--- src/rtl/imm_extend_pipe.sv ---
// Pipelined immediate extender: sign/zero/upper/branch-offset widening behind a
// valid/ready handshake with a two-entry (main + skid) output buffer and a transfer counter.
module imm_extend_pipe #(
  parameter int IN_W     = 16,
  parameter int OUT_W    = 32,
  parameter int BR_SHIFT = 2,
  parameter int CNT_W    = 16
) (
  input  logic             clk_i,
  input  logic             rst_i,
  input  logic             in_valid_i,
  output logic             in_ready_o,
  input  logic [IN_W-1:0]  in_data_i,
  input  logic [1:0]       in_mode_i,
  output logic             out_valid_o,
  input  logic             out_ready_i,
  output logic [OUT_W-1:0] out_data_o,
  output logic             out_ovf_o,
  output logic [CNT_W-1:0] xfer_cnt_o
);

  localparam int E = OUT_W - IN_W;

  localparam logic [1:0] MODE_SIGN  = 2'b00;
  localparam logic [1:0] MODE_ZERO  = 2'b01;
  localparam logic [1:0] MODE_UPPER = 2'b10;
  localparam logic [1:0] MODE_BR    = 2'b11;

  // ---------------------------------------------------------------------------
  // Extension datapath (combinational, feeds whichever register is loading)
  // ---------------------------------------------------------------------------
  logic signed [IN_W-1:0]  d_signed;
  logic signed [OUT_W-1:0] sext;
  logic        [OUT_W-1:0] zext;
  logic        [OUT_W-1:0] ext_data;
  logic                    ext_ovf;
  logic                    br_ovf;

  assign d_signed = in_data_i;
  // Size casts keep this legal when E == 0, where a zero-count replication would not be.
  assign sext     = OUT_W'(d_signed);
  assign zext     = OUT_W'(in_data_i);

  // Significant bits are lost when the bits shifted out differ from the new sign bit.
  always_comb begin
    br_ovf = 1'b0;
    for (int i = OUT_W - BR_SHIFT; i < OUT_W; i++) begin
      if (sext[i] != sext[OUT_W-1-BR_SHIFT]) br_ovf = 1'b1;
    end
  end

  always_comb begin
    // NOTE: every output of a combinational block gets a default first, so no
    // path through the case can leave it unassigned and infer a latch.
    ext_data = '0;
    ext_ovf  = 1'b0;
    case (in_mode_i)
      MODE_SIGN:  ext_data = sext;
      MODE_ZERO:  ext_data = zext;
      MODE_UPPER: ext_data = zext << E;
      MODE_BR: begin
        ext_data = sext << BR_SHIFT;
        ext_ovf  = br_ovf;
      end
      default: ext_data = '0;
    endcase
  end

  // ---------------------------------------------------------------------------
  // Main/skid buffer control
  // ---------------------------------------------------------------------------
  logic             main_valid_q, main_valid_d;
  logic [OUT_W-1:0] main_data_q,  main_data_d;
  logic             main_ovf_q,   main_ovf_d;
  logic             skid_valid_q, skid_valid_d;
  logic [OUT_W-1:0] skid_data_q,  skid_data_d;
  logic             skid_ovf_q,   skid_ovf_d;
  logic             in_ready_q,   in_ready_d;
  logic [CNT_W-1:0] cnt_q,        cnt_d;

  logic in_acc;
  logic out_xfer;
  logic main_free;

  assign in_acc    = in_valid_i & in_ready_q;
  assign out_xfer  = main_valid_q & out_ready_i;
  assign main_free = ~main_valid_q | out_xfer;

  always_comb begin
    main_valid_d = main_valid_q;
    main_data_d  = main_data_q;
    main_ovf_d   = main_ovf_q;
    skid_valid_d = skid_valid_q;
    skid_data_d  = skid_data_q;
    skid_ovf_d   = skid_ovf_q;

    if (main_free) begin
      if (skid_valid_q) begin
        // Older skid entry goes first; a same-cycle input takes its place in skid.
        main_valid_d = 1'b1;
        main_data_d  = skid_data_q;
        main_ovf_d   = skid_ovf_q;
        skid_valid_d = in_acc;
        if (in_acc) begin
          skid_data_d = ext_data;
          skid_ovf_d  = ext_ovf;
        end
      end else begin
        main_valid_d = in_acc;
        if (in_acc) begin
          main_data_d = ext_data;
          main_ovf_d  = ext_ovf;
        end
      end
    end else if (in_acc) begin
      // in_ready_q guarantees the skid is empty whenever an input is accepted.
      skid_valid_d = 1'b1;
      skid_data_d  = ext_data;
      skid_ovf_d   = ext_ovf;
    end

    in_ready_d = ~skid_valid_d;
    cnt_d      = cnt_q + CNT_W'(out_xfer);
  end

  // NOTE: state registers use non-blocking assignments so every flop samples
  // its _d value from the same pre-edge snapshot.
  always_ff @(posedge clk_i or negedge rst_i) begin
    if (!rst_i) begin
      // NOTE: data registers are reset too, since out_data_o must read zero
      // out of reset and these are only a handful of flops, not a memory.
      main_valid_q <= 1'b0;
      main_data_q  <= '0;
      main_ovf_q   <= 1'b0;
      skid_valid_q <= 1'b0;
      skid_data_q  <= '0;
      skid_ovf_q   <= 1'b0;
      in_ready_q   <= 1'b1;
      cnt_q        <= '0;
    end else begin
      main_valid_q <= main_valid_d;
      main_data_q  <= main_data_d;
      main_ovf_q   <= main_ovf_d;
      skid_valid_q <= skid_valid_d;
      skid_data_q  <= skid_data_d;
      skid_ovf_q   <= skid_ovf_d;
      in_ready_q   <= in_ready_d;
      cnt_q        <= cnt_d;
    end
  end

  assign in_ready_o  = in_ready_q;
  assign out_valid_o = main_valid_q;
  assign out_data_o  = main_data_q;
  assign out_ovf_o   = main_ovf_q;
  assign xfer_cnt_o  = cnt_q;

endmodule

--- config.mk ---
export PLATFORM = sky130hd
export DESIGN_NAME = imm_extend_pipe
export DESIGN_NICKNAME = d
export VERILOG_FILES = /design/src/rtl/imm_extend_pipe.sv
export SDC_FILE = /design/constraint.sdc
export NUM_CORES = 1
export LEC_CHECK = 0
export ABC_AREA = 1
export CELL_PAD_IN_SITES_DETAIL_PLACEMENT = 1
export CELL_PAD_IN_SITES_GLOBAL_PLACEMENT = 2
export CORE_ASPECT_RATIO = 2
export CORE_UTILIZATION = 36
export CTS_CLUSTER_DIAMETER = 80
export DETAILED_ROUTE_END_ITERATION = 12
export DONT_BUFFER_PORTS = 1
export PLACE_DENSITY = 0.88
export SLEW_MARGIN = 15
export SYNTH_ARGS = -nofsm -noshare
export SYNTH_HDL_FRONTEND = slang
export SYNTH_SLANG_ARGS = --single-unit
--- constraint.sdc ---
create_clock -name clk_i -period 1.8 [get_ports clk_i]
set_input_delay 0.09 -clock clk_i [delete_from_list [all_inputs] [get_ports clk_i]]
set_output_delay 0.09 -clock clk_i [all_outputs]
set_load 0.03 [all_outputs]
==> results_dict.tcl, run 1 <==
set metrics [dict create \
    status "finished with violations" \
    failed_checks "negative hold slack" \
    max_freq_mhz 617.9 \
    grt_max_degree 84 \
    track_usage_pct 21.52 \
    synth.area.top_cells "dfrtp_1 50%, nand2_1 20%, nor2_1 6.5%, nand3_1 4.8%, inv_1 3.2%" \
    die_area_sq_mm 0.01186 \
    synth_warnings 0 \
    synth_nets 573 \
    pwr_density_cell_mw_per_mm2 1830 \
    regToRegSetupSlack_ps 180 \
    post_drt_wl_per_cell_um 16.90 \
    grt_use_met3_pct 6.269 \
    holdBufCountCts 4 \
    synthToLayoutAreaGrowth_pct 11.33 \
    grt_pass1_wl_um 19660 \
    pre_cts_slack_ps 172.7 \
    min_period_ps 1618 \
    drtIter0Drc 172 \
    ctsResizeCount 0 \
    final_util_pct 41.51 \
    slew-limit-headroom_pct 59.13 \
    coreArea_sq_mm 0.01101 \
    dp_hpwl_um 8163 \
    gp_congestion 0.7761 \
    use_met1_pct 22.47 \
    setup_ws_ps 181.7 \
    antennaDiodeCount 0 \
    synth.distinct_cells 23 \
    cts_buffers 9 \
    period_share_pct 89.90 \
    fillCellCount 1390 \
    power_leakage_nw 2.421 \
    yosysSeqAreaShare_pct 50.61 \
    crit_path_start_kind "flop" \
    hold_ws_ps -559.0 \
    yosys_most_used_dff "dfrtp_1" \
    hold_class "in -> async" \
    postCtsSetupBuffers 0 \
    syn_inst 548 \
    synth_top_area_cell "dfrtp_1" \
    placed_cell_area_sq_mm 0.004228 \
    ys_ff_latch 83 \
    regToRegEndpoint "xfer_cnt_o[14]" \
    critPathMaxFanout 3 \
    drtAntennaViolNets 0 \
    rsz0062_at_grt "no" \
    drt_first_pass_iters 4 \
    critPathCapture "xfer_cnt_o[14]" \
    startpoint "out_valid_o" \
    synth_top_cell_area_share_pct 49.97 \
    final.setup.tns_ps 0 \
    max_cap_viol_count 0 \
    clock_skew_ps 5.608 \
    drc 0 \
    cp_data_arrival_time_ps 1850 \
    layout.nets 573 \
    synth-edff-count 0 \
    initial_core_util_pct 37.29 \
    dp_cells 673 \
    reg2regPathDepth 9 \
    antenna_found_initial 0 \
    port_buffers 0 \
    root_buffer "clkbuf_16" \
    power_mw 8.365 \
    clk_pin_slew_ps 60 \
    layoutNonFillerInstCount 693 \
    die_x_um 77.52 \
    grt_pass1_vias 3826 \
    cts.sinks 83 \
    synth_common_cells "221 x nand2_1, 82 x dfrtp_1, 71 x nor2_1, 39 x nand3_1, 35 x inv_1" \
    setup_viol 0 \
    gr-usage-met2_pct 39.06 \
    io_pins 73 \
    drv_slew 0 \
    drive_gt1_share_pct 6.148 \
    timing.rr.start "out_valid_o" \
    final_area_sq_mm 0.004572 \
    finalHoldViolations 83 \
    tightest_slew_ps 612.2 \
    htreeDepth 3 \
    vias_per_cell 5.063 \
    die_height_um 153.0 \
    wl_um 11710 \
    critPathKind "reg -> reg" \
    cts_buffer_depth 2 \
    vias 3509 \
    num_rows 54 \
    syn_area_sq_mm 0.004106 \
    async_reset_ff_share_pct 100.0 \
    critPathRequiredTime_ps 2030 \
    clock_latency_ps 340 \
    yosysMostFrequentCell "nand2_1" \
    vdd_drop_max_mv 0.6109 \
    postSynthAreaPerCell_sq_um 7.494 \
    endpoint_kind "flop" \
    cts_tree "yes" \
    grt_overflow 0 \
    top_usage_layer "met2" \
]
==> kinds of logic after synthesis <==
kind of cell	share of synthesized area [%]
simple gates	31.99
fa+ha+maj	0.9142
xor+xnor	2.133
flops	50.61
other cells	0.09132
buf+inv	6.978
compound gates	7.282
==> worst max-delay path, stage by stage, from the launching register on <==
cell,delay [ps]
dfrtp_1,360
nand2_1,70
inv_1,80
ha_1,170
ha_1,180
nand3_1,160
nor2_1,250
nand3_1,110
nand2_1,80
nand2_1,50
==> layout make-up <==
| cell class | count | area [sq um] | area share, % |
|---|---|---|---|
| Clock buffer | 10 | 239.0 | 5.227 |
| Tap cell | 140 | 175.2 | 3.831 |
| Multi-Input combinational cell | 400 | 1742 | 38.10 |
| Inverter | 38 | 142.6 | 3.120 |
| Timing Repair Buffer | 16 | 130.1 | 2.846 |
| Clock inverter | 6 | 65.06 | 1.423 |
| Sequential cell | 83 | 2078 | 45.46 |
==> sequential cells by signal, summed over array words and instances, names as in the netlist <==
name          flops
out_data_o       32
skid_data_q      32
skid_valid_q      1
xfer_cnt_o       16
out_valid_o       1
in_ready_o        1
==> power breakdown <==
group / switching [mW] / internal (mW) / total [mW]
Clock: 0.774 / 1.11 / 1.89
Combinational: 1.66 / 0.826 / 2.49
Sequential: 1.31 / 2.68 / 3.99
==> placed cells by master, fill, tap and decap left out, drive strengths merged <==
cell           n
nor2          71
conb           1
dfrtp         82
nand2        221
bufinv         1
xnor2          6
nand3         40
dfstp          1
inv           38
ha             3
clkinv         4
clkinvlp       1
o211ai        11
dlygate4sd3    4
nand4          2
a21oi         23
buf           12
xor2           4
clkbuf        10
o21ai         18
==> worst min-delay path by stage <==
stage | startpoint | endpoint | slack, ps | cells past startpoint
after global placement | rst_i | xfer_cnt_o[7] | -200 | 0
after detailed placement | rst_i | xfer_cnt_o[7] | -200 | 0
after CTS | rst_i | xfer_cnt_o[7] | -570 | 0
after global routing | rst_i | xfer_cnt_o[7] | -570 | 0
final | rst_i | xfer_cnt_o[7] | -560 | 0
after floorplan | rst_i | out_data_o[0] | -210 | 0
==> layer usage <==
layer  part of all wire [%]  wire (um)  up-vias
li1                       -          -     1697
met1                     36       4275     1725
met2                     56       6507       68
met3                    5.4        628       19
met4                    2.6        302        0
met5                      0          0        -
Note: power is estimated with default switching activity, not from simulation.
==> inputs of run 2 (changes only) <==
--- a/config.mk
+++ b/config.mk
@@ -9,11 +9,11 @@
 export CELL_PAD_IN_SITES_DETAIL_PLACEMENT = 1
 export CELL_PAD_IN_SITES_GLOBAL_PLACEMENT = 2
 export CORE_ASPECT_RATIO = 2
-export CORE_UTILIZATION = 36
+export CORE_UTILIZATION = 25
 export CTS_CLUSTER_DIAMETER = 80
 export DETAILED_ROUTE_END_ITERATION = 12
 export DONT_BUFFER_PORTS = 1
-export PLACE_DENSITY = 0.88
+export PLACE_DENSITY = 0.67
 export SLEW_MARGIN = 15
 export SYNTH_ARGS = -nofsm -noshare
 export SYNTH_HDL_FRONTEND = slang
==> results_dict.tcl, run 2 (synthesis results as in run 1) <==
set metrics [dict create \
    grt_pass1_vias 3815 \
    placed_cell_area_sq_mm 0.004300 \
    cp_num_buf_inv 2 \
    crit_path_start_kind "input pin" \
    final_area_sq_mm 0.004813 \
    vias_per_cell 4.599 \
    setup_viol 0 \
    status "finished with violations" \
    slew-limit-headroom_pct 58.34 \
    die_area_sq_mm 0.01697 \
    drtAntennaViolNets 0 \
    pwr_density_cell_mw_per_mm2 1831 \
    critPathMaxStageDelay_ps 940 \
    track_usage_pct 15.91 \
    drv_slew 0 \
    endpoint_kind "flop" \
    drc 0 \
    final.setup.tns_ps 0 \
    drt_first_pass_iters 4 \
    cp_data_arrival_time_ps 1880 \
    worstPathCellList "dlygate4sd3_1, o21ai_0, dlygate4sd3_1, nand2_1, nand2_1" \
    slowest_stage "dlygate4sd3_1" \
    min_period_ps 1644 \
    clock_latency_ps 350 \
    final_cell_mix "221 x nand2_1, 82 x dfrtp_1, 70 x nor2_1" \
    synthToLayoutAreaGrowth_pct 17.22 \
    io_pins 73 \
    grt_max_degree 84 \
    cts_tree "yes" \
    initial_core_util_pct 25.37 \
    die_x_um 92.63 \
    hold_ws_ps -566.9 \
    hold_class "in -> async" \
    max_cap_viol_count 0 \
    dp_hpwl_um 8479 \
    final_common_cell "nand2_1" \
    vdd_drop_max_mv 0.7270 \
    wl_um 12520 \
    layout.nets 582 \
    cts_buffer_depth 2 \
    holdBufCountCts 14 \
    die_height_um 183.3 \
    grt_overflow 0 \
    antenna_found_initial 0 \
    critPathKind "in -> reg" \
    gp_congestion 0.7624 \
    cp_top_family "buffers and inverters" \
    finalHoldViolations 83 \
    dp_cells 736 \
    clk_pin_slew_ps 70 \
    antennaDiodeCount 0 \
    layoutNonFillerInstCount 766 \
    max_freq_mhz 608.3 \
    critPathRequiredTime_ps 2040 \
    coreArea_sq_mm 0.01619 \
    power_leakage_nw 2.483 \
    tightest_slew_ps 622.8 \
    clock_skew_ps 5.188 \
    period_share_pct 91.33 \
    drive_gt1_share_pct 6.050 \
    drtIter0Drc 100 \
    vias 3523 \
    num_rows 66 \
    cts_buffers 9 \
    critPathMaxFanout 25 \
    failed_checks "negative hold slack" \
    cts.sinks 83 \
    root_buffer "clkbuf_16" \
    port_buffers 0 \
    grt_pass1_wl_um 20490 \
    htreeDepth 3 \
    rsz0062_at_grt "no" \
    post_drt_wl_per_cell_um 16.35 \
]
[run 2: power breakdown]
part | switching [mW] | total [mW] | internal (mW)
clock | 0.807 | 2.31 | 1.50
combinational | 1.65 | 2.48 | 0.829
sequential | 1.35 | 4.02 | 2.67
total | 3.81 | 8.81 | 5.01
[run 2: worst paths after layout]
check                                     start         endpoint  slack (ps)  depth (start not counted)
min in group clk_i                in_data_i[10]  skid_data_q[12]           0                          4
worst min-delay path                      rst_i    xfer_cnt_o[7]        -570                          0
max in group asynchronous                 rst_i       in_ready_o        2190                          0
worst max-delay path               in_mode_i[1]  skid_data_q[14]         160                          5
worst max register to register      out_valid_o   xfer_cnt_o[10]         210                          9
worst min register to register  skid_data_q[19]  skid_data_q[19]         470                          2
[run 2: what timing repair did]
item	CTS	global route
setup buffers	0	0
setup endpoints to repair	0	1
endpoints found under the hold margin	103	83
gates resized for setup	0	2
[run 2: cell type report]
cell class,count,area (sq um)
fillers,2016,11370
flip-flops and latches,83,2078
multi-input cells,400,1749
well taps,204,255.2
clock buffers,10,229.0
repair buffers,25,222.7
inverters,38,142.6
clock inverters,6,136.4
[run 2: per-stage QoR]
| stage | setup slack, ps | util, % | power [mW] |
|---|---|---|---|
| final | 156.0 | 29.74 | 8.812 |
| after global routing | 33.18 | 29.74 | 9.476 |
| after CTS | 139.5 | 29.69 | 8.959 |
| after detailed placement | 145.2 | 26.57 | 6.587 |
| after global placement | 257.5 | 26.57 | 6.475 |
| after floorplan | 187.6 | - | 5.827 |
[run 2: layer usage]
layer,routed length (um),up-vias,GRT usage [%]
li1,-,1726,-
met1,4946,1722,17.18
met2,6716,65,29.16
met3,682,10,4.602
met4,178,0,5.354
met5,0,-,0
==> inputs of run 3 (changes only) <==
--- a/config.mk
+++ b/config.mk
@@ -13,7 +13,7 @@
 export CTS_CLUSTER_DIAMETER = 80
 export DETAILED_ROUTE_END_ITERATION = 12
 export DONT_BUFFER_PORTS = 1
-export PLACE_DENSITY = 0.67
+export PLACE_DENSITY_LB_ADDON = 0.1
 export SLEW_MARGIN = 15
 export SYNTH_ARGS = -nofsm -noshare
 export SYNTH_HDL_FRONTEND = slang
==> results_dict.tcl, run 3 (synthesis results as in run 1) <==
set metrics [dict create \
    status "finished with violations" \
    failed_checks "negative hold slack" \
    vias_per_cell 4.622 \
    initial_core_util_pct 25.37 \
    wl_um 13350 \
    grt_max_degree 84 \
    final_common_cell "nand2_1" \
    endpoint_kind "flop" \
    regToRegSetupSlack_ps 110 \
    placed_cell_area_sq_mm 0.004358 \
    antenna_found_initial 0 \
    num_rows 66 \
    grt_pass1_vias 3941 \
    timing.rr.start "skid_valid_q" \
    critPathMaxFanout 45 \
    dp_cells 740 \
    antennaDiodeCount 0 \
    drtIter0Drc 108 \
    power_leakage_nw 2.508 \
    grt_overflow 0 \
    grt_pass1_wl_um 21490 \
    max_freq_mhz 592.6 \
    final_util_pct 29.84 \
    drt_first_pass_iters 4 \
    reg2regPathDepth 6 \
    clk_pin_slew_ps 70 \
    io_pins 73 \
    cts_buffer_depth 2 \
    vdd_drop_max_mv 0.5861 \
    max_cap_viol_count 0 \
    crit_path_start_kind "flop" \
    cts_tree "yes" \
    root_buffer "clkbuf_16" \
    layout.nets 588 \
    post_drt_wl_per_cell_um 17.29 \
    cts_buffers 9 \
    final.setup.tns_ps 0 \
    period_share_pct 93.75 \
    final_area_sq_mm 0.004830 \
    rsz0062_at_grt "no" \
    cts.sinks 83 \
    die_height_um 183.3 \
    vias 3568 \
    critPathRequiredTime_ps 2040 \
    tightest_slew_ps 792.5 \
    slew-limit-headroom_pct 47.17 \
    critPathKind "reg -> reg" \
    drv_slew 0 \
    clock_latency_ps 350 \
    holdBufCountCts 16 \
    final_cell_mix "220 x nand2_1, 82 x dfrtp_1, 71 x nor2_1" \
    drc 0 \
    min_period_ps 1688 \
    gp_congestion 0.7354 \
    clock_skew_ps 8.649 \
    pwr_density_cell_mw_per_mm2 1769 \
    finalHoldViolations 83 \
    cp_data_arrival_time_ps 1930 \
    die_x_um 92.63 \
    regToRegEndpoint "out_data_o[7]" \
    postCtsSetupBuffers 0 \
    fillCellCount 2012 \
    die_area_sq_mm 0.01697 \
    synthToLayoutAreaGrowth_pct 17.61 \
    hold_class "in -> async" \
    layoutNonFillerInstCount 772 \
    drive_gt1_share_pct 6.866 \
    drtAntennaViolNets 0 \
    dp_hpwl_um 8918 \
    coreArea_sq_mm 0.01619 \
    hold_ws_ps -561.2 \
    track_usage_pct 16.89 \
    setup_viol 0 \
    port_buffers 0 \
    htreeDepth 3 \
]
## run 3: changes by cell type in the layout (fill, tap and decap cells not counted), moves of 2 or more
cell	change
bufinv_16	-3
buf_12	+2
buf_4	+2
clkinv_2	+2
clkinv_4	+2
## run 3: power by group
part / internal (mW) / switching, mW / leakage, nW
logic: 0.907 / 1.73 / 1.31
registers: 2.67 / 1.30 / 1.04
clock network: 1.11 / 0.820 / 0.148
total: 4.70 / 3.85 / 2.51
## run 3: per-stage QoR
step	power (mW)	setup WS, ps
global placement	6.615	222.0
finish	8.543	112.5
CTS	8.735	29.11
floorplan	5.827	187.6
global route	9.212	12.70
detailed placement	6.701	182.6
## run 3: layout make-up
class                      count  area [sq um]  area share, %
multi-input combinational    400          1749          36.22
tap                          204         255.2          5.285
timing repair buffer          31         300.3          6.218
clock inverter                 6         65.06          1.347
sequential                    83          2078          43.03
clock buffer                  10         239.0          4.948
inverter                      38         142.6          2.953
## run 3: per-layer routing
layer  track usage (%)  vias to the layer above  part of all wire [%]
li1                  -                     1731                     -
met1             17.25                     1749                    37
met2             32.24                       76                    56
met3             4.063                       12                   5.1
met4             6.585                        0                   1.7
met5                 0                        -                     0
## run 3: what timing repair did
action | CTS | global route
endpoints found under the setup margin | 0 | 2
endpoints found under the hold margin | 109 | 83
gates resized for setup | 0 | 2
## run 3: worst max-delay path by stage
| stage | startpoint | to | slack [ps] | depth (start not counted) |
|---|---|---|---|---|
| 2_1_floorplan | out_valid_o | xfer_cnt_o[14] | 190 | 9 |
| 3_5_place_dp | out_valid_o | xfer_cnt_o[14] | 180 | 9 |
| 6_report | skid_valid_q | out_data_o[7] | 110 | 6 |
| 4_1_cts | in_mode_i[1] | out_data_o[7] | 30 | 5 |
| 3_3_place_gp | out_valid_o | xfer_cnt_o[10] | 220 | 9 |
| 5_1_grt | skid_valid_q | out_data_o[7] | 10 | 6 |
## run 3: worst max-delay path: stages (launching register included)
cell           delay [ps]
dfrtp_1               390
inv_2                 110
buf_12                240
o211ai_1              120
dlygate4sd3_1         590
nand2_1                60
nand2_1                40
